File: src/rtl/snn_run_controller.sv
// snn_run_controller: run sequencer between the AXI-Lite register file and the neuron array.
// Decodes the software control/config words. Sequences N timesteps of programmable length.
// Issues timestep ticks and neuron resets. Counts output spikes for readback.
//
// Ports:
//   clk, rst_n     clock, asynchronous active-low reset
//   ctrl_reg       [0] enable, [1] soft_reset, [2] start (rising edge), [3] clear_count (rising edge)
//   config_reg     [15:0] num_timesteps, [31:16] cycles_per_timestep (0 behaves as 1)
//   spike_valid    one output spike from the array this cycle
//   array_busy     array still processing in-flight events
//   timestep_tick  one-cycle pulse in the last cycle of each timestep
//   neuron_reset   clears neuron state in the array (start pulse, or held during soft reset)
//   done_pulse     one-cycle run-completion pulse
//   status_reg     {ts_idx, 8'h0, 2'b0, state, error, aborted, done, busy}
//   spike_count    saturating spike count since the last clear
module snn_run_controller #(
  parameter int unsigned TS_WIDTH  = 16,
  parameter int unsigned CNT_WIDTH = 32
) (
  input  logic                 clk,
  input  logic                 rst_n,
  input  logic [31:0]          ctrl_reg,
  input  logic [31:0]          config_reg,
  input  logic                 spike_valid,
  input  logic                 array_busy,
  output logic                 timestep_tick,
  output logic                 neuron_reset,
  output logic                 done_pulse,
  output logic [31:0]          status_reg,
  output logic [CNT_WIDTH-1:0] spike_count
);

  localparam int unsigned TW1 = TS_WIDTH + 1;

  typedef enum logic [1:0] {
    IDLE  = 2'd0,
    RUN   = 2'd1,
    DRAIN = 2'd2,
    DONE  = 2'd3
  } state_t;

  state_t              state, state_d;
  logic [TS_WIDTH-1:0] cyc, cyc_d;
  logic [TS_WIDTH-1:0] ts_idx, ts_d;
  logic                done_q, done_d;
  logic                aborted_q, aborted_d;
  logic                error_q, error_d;
  logic                start_q, clear_q;
  logic [CNT_WIDTH-1:0] cnt_d;
  logic                tick_d, nrst_d, donep_d, busy_d;
  logic [31:0]         status_d;

  logic                enable, soft_reset, start_edge, clear_edge, accept;
  logic [TS_WIDTH-1:0] num_ts, period_m1;

  // Control decode and edge detection
  assign enable     = ctrl_reg[0];
  assign soft_reset = ctrl_reg[1];
  assign start_edge = ctrl_reg[2] & ~start_q;
  assign clear_edge = ctrl_reg[3] & ~clear_q;
  assign num_ts     = TS_WIDTH'(config_reg[15:0]);
  assign period_m1  = (config_reg[31:16] == 16'd0) ? '0
                    : TS_WIDTH'(config_reg[31:16]) - TS_WIDTH'(1);

  logic unused_ctrl;
  assign unused_ctrl = ^ctrl_reg[31:4];

  // Next-state, counters and registered-output values
  always_comb begin
    state_d   = state;
    cyc_d     = cyc;
    ts_d      = ts_idx;
    done_d    = done_q;
    aborted_d = aborted_q;
    error_d   = error_q;
    cnt_d     = spike_count;
    nrst_d    = 1'b0;
    donep_d   = 1'b0;
    accept    = 1'b0;

    if (soft_reset) begin
      state_d   = IDLE;
      cyc_d     = '0;
      ts_d      = '0;
      done_d    = 1'b0;
      aborted_d = 1'b0;
      error_d   = 1'b0;
      cnt_d     = '0;
      nrst_d    = 1'b1;
    end else begin
      case (state)
        IDLE, DONE: begin
          if (start_edge && enable) begin
            if (num_ts != '0) begin
              accept    = 1'b1;
              state_d   = RUN;
              cyc_d     = '0;
              ts_d      = '0;
              done_d    = 1'b0;
              aborted_d = 1'b0;
              error_d   = 1'b0;
              nrst_d    = 1'b1;
            end else begin
              error_d = 1'b1;
            end
          end
        end
        RUN: begin
          if (!enable) begin
            state_d   = IDLE;
            aborted_d = 1'b1;
          end else if (timestep_tick) begin
            cyc_d = '0;
            if (ts_idx < num_ts) ts_d = ts_idx + TS_WIDTH'(1);
            // >= so a num_timesteps lowered mid-run ends the run at this tick
            if ((TW1'(ts_idx) + TW1'(1)) >= TW1'(num_ts)) state_d = DRAIN;
          end else begin
            cyc_d = cyc + TS_WIDTH'(1);
          end
        end
        DRAIN: begin
          if (!enable) begin
            state_d   = IDLE;
            aborted_d = 1'b1;
          end else if (!array_busy) begin
            state_d = DONE;
            done_d  = 1'b1;
            donep_d = 1'b1;
          end
        end
        default: state_d = IDLE;
      endcase

      // Clear (edge or accepted start) wins over a simultaneous spike
      if (clear_edge || accept) begin
        cnt_d = '0;
      end else if (spike_valid && (state == RUN || state == DRAIN) && !(&spike_count)) begin
        cnt_d = spike_count + CNT_WIDTH'(1);
      end
    end

    // Tick is registered, so raise it for the cycle whose cyc reaches period-1;
    // >= keeps a shrunken period from skipping the tick.
    tick_d   = (state_d == RUN) && (cyc_d >= period_m1);
    busy_d   = (state_d == RUN) || (state_d == DRAIN);
    status_d = {16'(ts_d), 8'h00, 2'b00, state_d, error_d, aborted_d, done_d, busy_d};
  end

  // State and output registers
  always_ff @(posedge clk or negedge rst_n) begin
    if (!rst_n) begin
      state         <= IDLE;
      cyc           <= '0;
      ts_idx        <= '0;
      done_q        <= 1'b0;
      aborted_q     <= 1'b0;
      error_q       <= 1'b0;
      start_q       <= 1'b0;
      clear_q       <= 1'b0;
      timestep_tick <= 1'b0;
      neuron_reset  <= 1'b0;
      done_pulse    <= 1'b0;
      status_reg    <= '0;
      spike_count   <= '0;
    end else begin
      state         <= state_d;
      cyc           <= cyc_d;
      ts_idx        <= ts_d;
      done_q        <= done_d;
      aborted_q     <= aborted_d;
      error_q       <= error_d;
      start_q       <= ctrl_reg[2];
      clear_q       <= ctrl_reg[3];
      timestep_tick <= tick_d;
      neuron_reset  <= nrst_d;
      done_pulse    <= donep_d;
      status_reg    <= status_d;
      spike_count   <= cnt_d;
    end
  end

endmodule

File: config.mk
export PLATFORM = sky130hd
export DESIGN_NAME = snn_run_controller
export DESIGN_NICKNAME = d
export VERILOG_FILES = /design/src/rtl/snn_run_controller.sv
export SDC_FILE = /design/constraint.sdc
export NUM_CORES = 1
export LEC_CHECK = 0
export ABC_AREA = 1
export CAP_MARGIN = 20
export CORE_MARGIN = 2
export CORE_UTILIZATION = 40
export CTS_BUF_LIST = sky130_fd_sc_hd__clkbuf_16
export CTS_CLUSTER_SIZE = 10
export DETAILED_ROUTE_END_ITERATION = 10
export PLACE_DENSITY = 0.71
export SYNTH_ARGS = -nofsm -noshare
export SYNTH_HDL_FRONTEND = slang
export SYNTH_SLANG_ARGS = --single-unit
export TNS_END_PERCENT = 10
File: constraint.sdc
create_clock -name clk -period 3.52 [get_ports clk]
set_input_delay 0.352 -clock clk [delete_from_list [all_inputs] [get_ports clk]]
set_output_delay 0.352 -clock clk [all_outputs]
set_load 0.02 [all_outputs]
== Yosys cells after proc, flatten, opt, wreduce, memory -nomap -nowiden ==
Cells that the tools add are included.

* Flip-flop bits (word level): 96
* Input bits: 68
* Word-level logic and storage cells: 95

* Mux-type cells: 50
* Order comparisons: 3
* Bitwise gates (word level): 4
* Add/subtract/negate cells: 5
* Reductions and logical operators: 15
* Eq/ne operators: 5

{| class="wikitable"
|+ Operators by type and width
! operator !! count
|-
| 2-to-1 mux 16 bit || 12
|-
| 2-to-1 mux 32 bit || 3
|-
| one-hot mux 16 bit (2 select lines) || 2
|-
| adder 16 x 1 -> 16 bit, second input constant || 2
|-
| adder 32 x 1 -> 32 bit, second input constant || 1
|-
| AND reduction 32 bit || 1
|-
| 2-to-1 mux 1 bit || 22
|-
| adder 16 x 1 -> 17 bit, second input constant || 1
|-
| >= comparator 17 x 16 -> 1 bit || 1
|-
| >= comparator 16 bit || 1
|-
| zero test 16 bit || 1
|-
| less-than comparator 16 bit || 1
|-
| 2-to-1 mux 2 bit || 8
|-
| nonzero test 16 bit || 1
|-
| subtractor 16 x 1 -> 16 bit, second input constant || 1
|-
| == test 2 bit, second input constant || 3
|-
| one-hot mux 2 bit (3 select lines) || 1
|-
| == test 2 x 1 -> 1 bit, second input constant || 2
|-
| logical AND 1 bit || 4
|-
| one-hot mux 1 bit (2 select lines) || 2
|-
| OR reduction 2 bit || 2
|-
| logical OR 1 bit || 3
|-
| nonzero test 3 bit || 1
|-
| bitwise AND 1 bit || 2
|-
| other kinds (3) || 4
|}

== Logic depth before layout (Yosys ltp) ==
* Depth in word-level cells: 9
* Depth in mapped cells: 25

== Least setup slack after synthesis ==
Ideal clock, no wire load.

* Kind: reg2reg
* Start point: reg ts_idx[0]
* End point: reg status_reg[0]
* Cell stages (with the launch flop): 25
* Setup slack: 0.749 ns
* Data required time: 3.407 ns
* Data arrival time: 2.658 ns
* Period minus slack after synthesis: 2.771 ns
* Cell sequence: dfrtp_1 ha_1 nand2_1 inv_1 nand2_1 nor2_2 nand2_1 xor2_1 inv_1 ha_1 nand2_1 inv_1 nand2_1 nor2_1 nand2_1 nand4_1 nor2_1 nand2_1 nand2_1 nand2_1 nand2_1 nand2_1 nand2_1 ha_1 inv_1

* Longest elaborated chain between the ends: 9
* Elaborated cells between the ends (all ways): 10
* Those cells by class: add/sub: 1; order compare: 1; eq/ne: 2; mux: 5; reduce/logical: 1

{| class="wikitable"
|+ Ends and longest elaborated chain
! item !! line !! source
|-
| from (decl) || 44 || <nowiki>logic [TS_WIDTH-1:0] ts_idx, ts_d;</nowiki>
|-
| from (signal assigned) || 168 || <nowiki>ts_idx <= ts_d;</nowiki>
|-
| adder 16 x 1 -> 17 bit (*) || 116 || <nowiki>if ((TW1'(ts_idx) + TW1'(1)) >= TW1'(num_ts)) state_d = DRAIN;</nowiki>
|-
| >= comparator 17 x 16 -> 1 bit (*) || 116 ||
|-
| 2-to-1 mux 2 bit (*) || 116 ||
|-
| 2-to-1 mux 2 bit (*) || 112 || <nowiki>end else if (timestep_tick) begin</nowiki>
|-
| 2-to-1 mux 2 bit (*) || 109 || <nowiki>if (!enable) begin</nowiki>
|-
| one-hot mux 2 bit (3 select lines) (*) || 91 || <nowiki>case (state)</nowiki>
|-
| 2-to-1 mux 2 bit (*) || 81 || <nowiki>if (soft_reset) begin</nowiki>
|-
| == test 2 x 1 -> 1 bit or == test 2 bit (tied branches) || 145 || <nowiki>busy_d = (state_d == RUN) || (state_d == DRAIN);</nowiki>
|-
| logical OR 1 bit (*) || 145 ||
|-
| named net busy_d || 50 || <nowiki>logic tick_d, nrst_d, donep_d, busy_d;</nowiki>
|-
| to (signal assigned) || 177 || <nowiki>status_reg <= status_d;</nowiki>
|-
| to (decl) || 29 || <nowiki>output logic [31:0] status_reg,</nowiki>
|}

The timed path passes the listed nets; every way through them passes the cells marked *.
A chain may end at the register's enable or synchronous reset.

== Worst setup path in the final report ==
* Start point: reg ts_idx[0]
* End point: reg timestep_tick

* Longest elaborated chain between the ends: 9

{| class="wikitable"
|+ Ends and longest elaborated chain
! item !! line !! source
|-
| adder 16 x 1 -> 17 bit || 116 ||
|-
| >= comparator 17 x 16 -> 1 bit || 116 ||
|-
| 2-to-1 mux 2 bit || 116 ||
|-
| 2-to-1 mux 2 bit || 112 ||
|-
| 2-to-1 mux 2 bit || 109 ||
|-
| one-hot mux 2 bit (3 select lines) || 91 ||
|-
| 2-to-1 mux 2 bit || 81 ||
|-
| named net state_d[0] || 42 || <nowiki>state_t state, state_d;</nowiki>
|-
| == test 2 x 1 -> 1 bit || 144 || <nowiki>tick_d = (state_d == RUN) && (cyc_d >= period_m1);</nowiki>
|-
| logical AND 1 bit || 144 ||
|-
| named net tick_d || 50 ||
|-
| to (signal assigned) || 174 || <nowiki>timestep_tick <= tick_d;</nowiki>
|-
| to (decl) || 26 || <nowiki>output logic timestep_tick,</nowiki>
|}

The timed path passes the listed nets, and every way through them passes these cells.

==> flow_summary.ini <==
[floorplanning]
start_util = 0.406
num_rows = 47
die_x_um = 133
coreArea_mm2 = 0.0164
fp.dieH_um = 133
ios = 135
die-area_mm2 = 0.0177

[power_and_ir_drop]
peakVddDrop_mv = 0.245
power.leakage_nw = 3.90
p_per_area_mw_per_mm2 = 314

[synth]
yosysTopAreaCellShare = 0.282
synth-seq-cells = 75
synth_most_common_cell = nand2_1
yosys.area.top_type = dfrtp_1
ys.flop_type = dfrtp_1
synth_area_mm2 = 0.00666
ys_types = 49
yosys-top-cells-count = 253 x nand2_1, 140 x inv_1, 100 x nor2_1
synth_cells = 987
yosysWarnings = 0
synth_seq_area_share = 0.282
async_flop_share = 1.00
synth_edf_count = 0
synth_area_leaders = dfrtp_1 28%, nand2_1 14%, ha_1 11%
syn_area_per_cell_um2 = 6.74

[sta]
fin_crit_ns = 3.19
max_slew.worst_pin.slew_ns = 0.954
setup_tns_ns = 0
fin_skew_ns = 0.00767
maxSlewHeadroom = 0.364
slew_viol_final = 0
hold_viol_final = 0
rsz0062_at_grt = no
max_freq_ghz = 0.314
finalSetupViolCount = 0
finalCritPeriodShare = 0.905

[final_layout]
multi_input_area_mm2 = 0.00406
nNetsFinal = 1214
regArea_mm2 = 0.00188
drive_above_1_share = 0.0685
area_delta_synth_final_pct = 22.0
fin_area_mm2 = 0.00812
largest_register_ffs = 32
top_regs = spike_count x32, cyc x16, ts_idx x15
num_antenna_cells = 0
fillers = 1625
largest_register = spike_count

[cts]
cts_made_buffers = 9
clk_latency_ns = 0.35
holdBufCountCts = 0
cts_resized = 0
cts_root_buffer = clkbuf_16
clk_pin_slew_ns = 0.06
cts_tree = done
postCtsSetupRepairBufs = 0
cts_max_level = 3
clock_path_buffers = 2
cts_sinks = 75

[global_routing]
globalRouteMet2Util = 0.330
met1_usage = 0.297
grt_start_max_net_pins = 76
grt_antenna_before_repair = 0
grt_use_total = 0.209
grt_pass1_wl_um = 30300
top_usage_layer = met2
grt_pass1_vias = 6079
use_met3 = 0.0326
gr-total-overflow = 0

[route]
drt_wl_total_um = 17800
drt-initial-drc-count = 482
dr.pass1.iters = 5
drc = 0
routedWlPerCell_um = 13.6
postRouteAntennaNets = 0
viasPerCell = 4.99
vias = 6565

[worst_setup_path]
critPathMostFrequentCell = nand2_1
crit_path_max_fanout = 6
critPathLaunchType = flip-flop
critical-path-max-stage-delay_ns = 0.46
r2r-start = ts_idx[0]
endpoint = timestep_tick
crit_path_start = ts_idx[0]
worst_setup_path_end_kind = flip-flop
required_ns = 3.80
regToRegSetupSlack_ns = 0.33
cp.arrival_ns = 3.47
r2r_end = timestep_tick
crit_slowest_cell = dfrtp_1
path_cells = ha_1 -> nand2_1 -> inv_1 -> nand2_1 -> inv_1 -> nand3_1 -> nor2_1 -> xor2_1 -> ha_1 -> nand2_1 -> inv_1 -> o21ai_0 -> nand4_1 -> nor2_1 -> nand2_1 -> nand2_1 -> nand3_1 -> a21oi_1 -> ha_1 -> nand2_1 -> inv_1
rr_worst_depth = 21
crit_type = flip-flop to flip-flop

[placed_design]
place_area_mm2 = 0.00786
io_buffers = 96
globalplace.congestion = 0.913
dp_hpwl_um = 14000

[run]
maxCapViolCount = 0

[min_path]
hold_class = input pin to asynchronous set/reset pin

[status]
outcome = complete, no violations
[power by group]
group          internal, mW  total (mW)  switching [mW]
clock                 0.468       0.830           0.362
combinational         0.260       0.768           0.508
sequential            0.905       0.949          0.0436
[worst min-delay path by stage]
stage	startpoint	end	slack (ns)	depth (start not counted)
after floorplan	rst_n	clear_q	0.06	0
after global placement	status_reg[1]	status_reg[1]	0.52	2
after detailed placement	start_q	status_reg[3]	0.53	3
after CTS	rst_n	spike_count[16]	0.20	1
after global routing	rst_n	spike_count[17]	0.25	1
final	rst_n	spike_count[14]	0.17	1
[metal layers]
| metal | vias to the layer above | share of wire |
|---|---|---|
| met3 | 19 | 0.053 |
| met4 | 0 | 0.017 |
| met2 | 186 | 0.45 |
| met5 | - | 0 |
| li1 | 3422 | - |
| met1 | 2938 | 0.48 |
[layout by cell type (no fill, tap or decap), drive strengths merged]
| cell | count |
|---|---|
| inv | 150 |
| o311ai | 1 |
| a22oi | 1 |
| o21ai | 56 |
| nand4 | 33 |
| buf | 17 |
| clkbuf | 9 |
| dfrtp | 75 |
| clkinv | 7 |
| ha | 56 |
| nor2 | 110 |
| nor3b | 1 |
| a211oi | 1 |
| nand3 | 60 |
| xor2 | 19 |
| clkinvlp | 1 |
| a21o | 2 |
| nor4 | 7 |
| or2 | 6 |
| clkdlybuf4s50 | 95 |
| a21oi | 61 |
| nand2 | 257 |
| nand3b | 1 |
| o21a | 5 |
| a31oi | 5 |
| a21boi | 1 |
| o31ai | 3 |
| o211ai | 3 |
| a41oi | 1 |
| nor3 | 24 |
| o22ai | 4 |
| o21bai | 3 |
| xnor2 | 10 |
| conb | 10 |
[area by class of cell]
cell class / instances / share of cell area
Multi-Input combinational cell: 741 / 0.500
Sequential cell: 75 / 0.231
Timing Repair Buffer: 112 / 0.133
Inverter: 151 / 0.0703
Tap cell: 220 / 0.0339
Clock buffer: 9 / 0.0277
Clock inverter: 7 / 0.00447
[through the flow]
step	power [mW]	util	setup WS [ns]	std cells	hold slack, ns
floorplan	1.44	-	0.749	996	0.0564
global placement	1.72	0.479	0.284	1299	0.522
finish	2.55	0.495	0.334	1315	0.169
global route	2.72	0.495	0.0921	1315	0.252
detailed placement	1.73	0.479	0.241	1299	0.533
CTS	2.57	0.495	0.383	1315	0.200
[cell families (layout without fill, tap and decap cells)]
| kind of cell | count (synthesis) | count (layout) | share of synthesized area |
|---|---|---|---|
| simple gates | 499 | 499 | 0.338 |
| buf+inv | 180 | 279 | 0.114 |
| compound gates | 147 | 147 | 0.123 |
| flops | 75 | 75 | 0.282 |
| fa+ha+maj | 56 | 56 | 0.105 |
| xor+xnor | 29 | 29 | 0.0382 |
| other cells | 1 | 10 | 0.000563 |
[worst max-delay path, delay by kind of cell (launching register included)]
kind | cells | cell delay [ns]
AOI/OAI and AO/OA | 2 | 0.34
xor gates and xnor gates | 1 | 0.24
DFF | 1 | 0.46
and+or+nand+nor | 11 | 1.04
buffers and inverters | 4 | 0.29
adders and majority gates | 3 | 0.74
(Power assumes the default switching activity.)
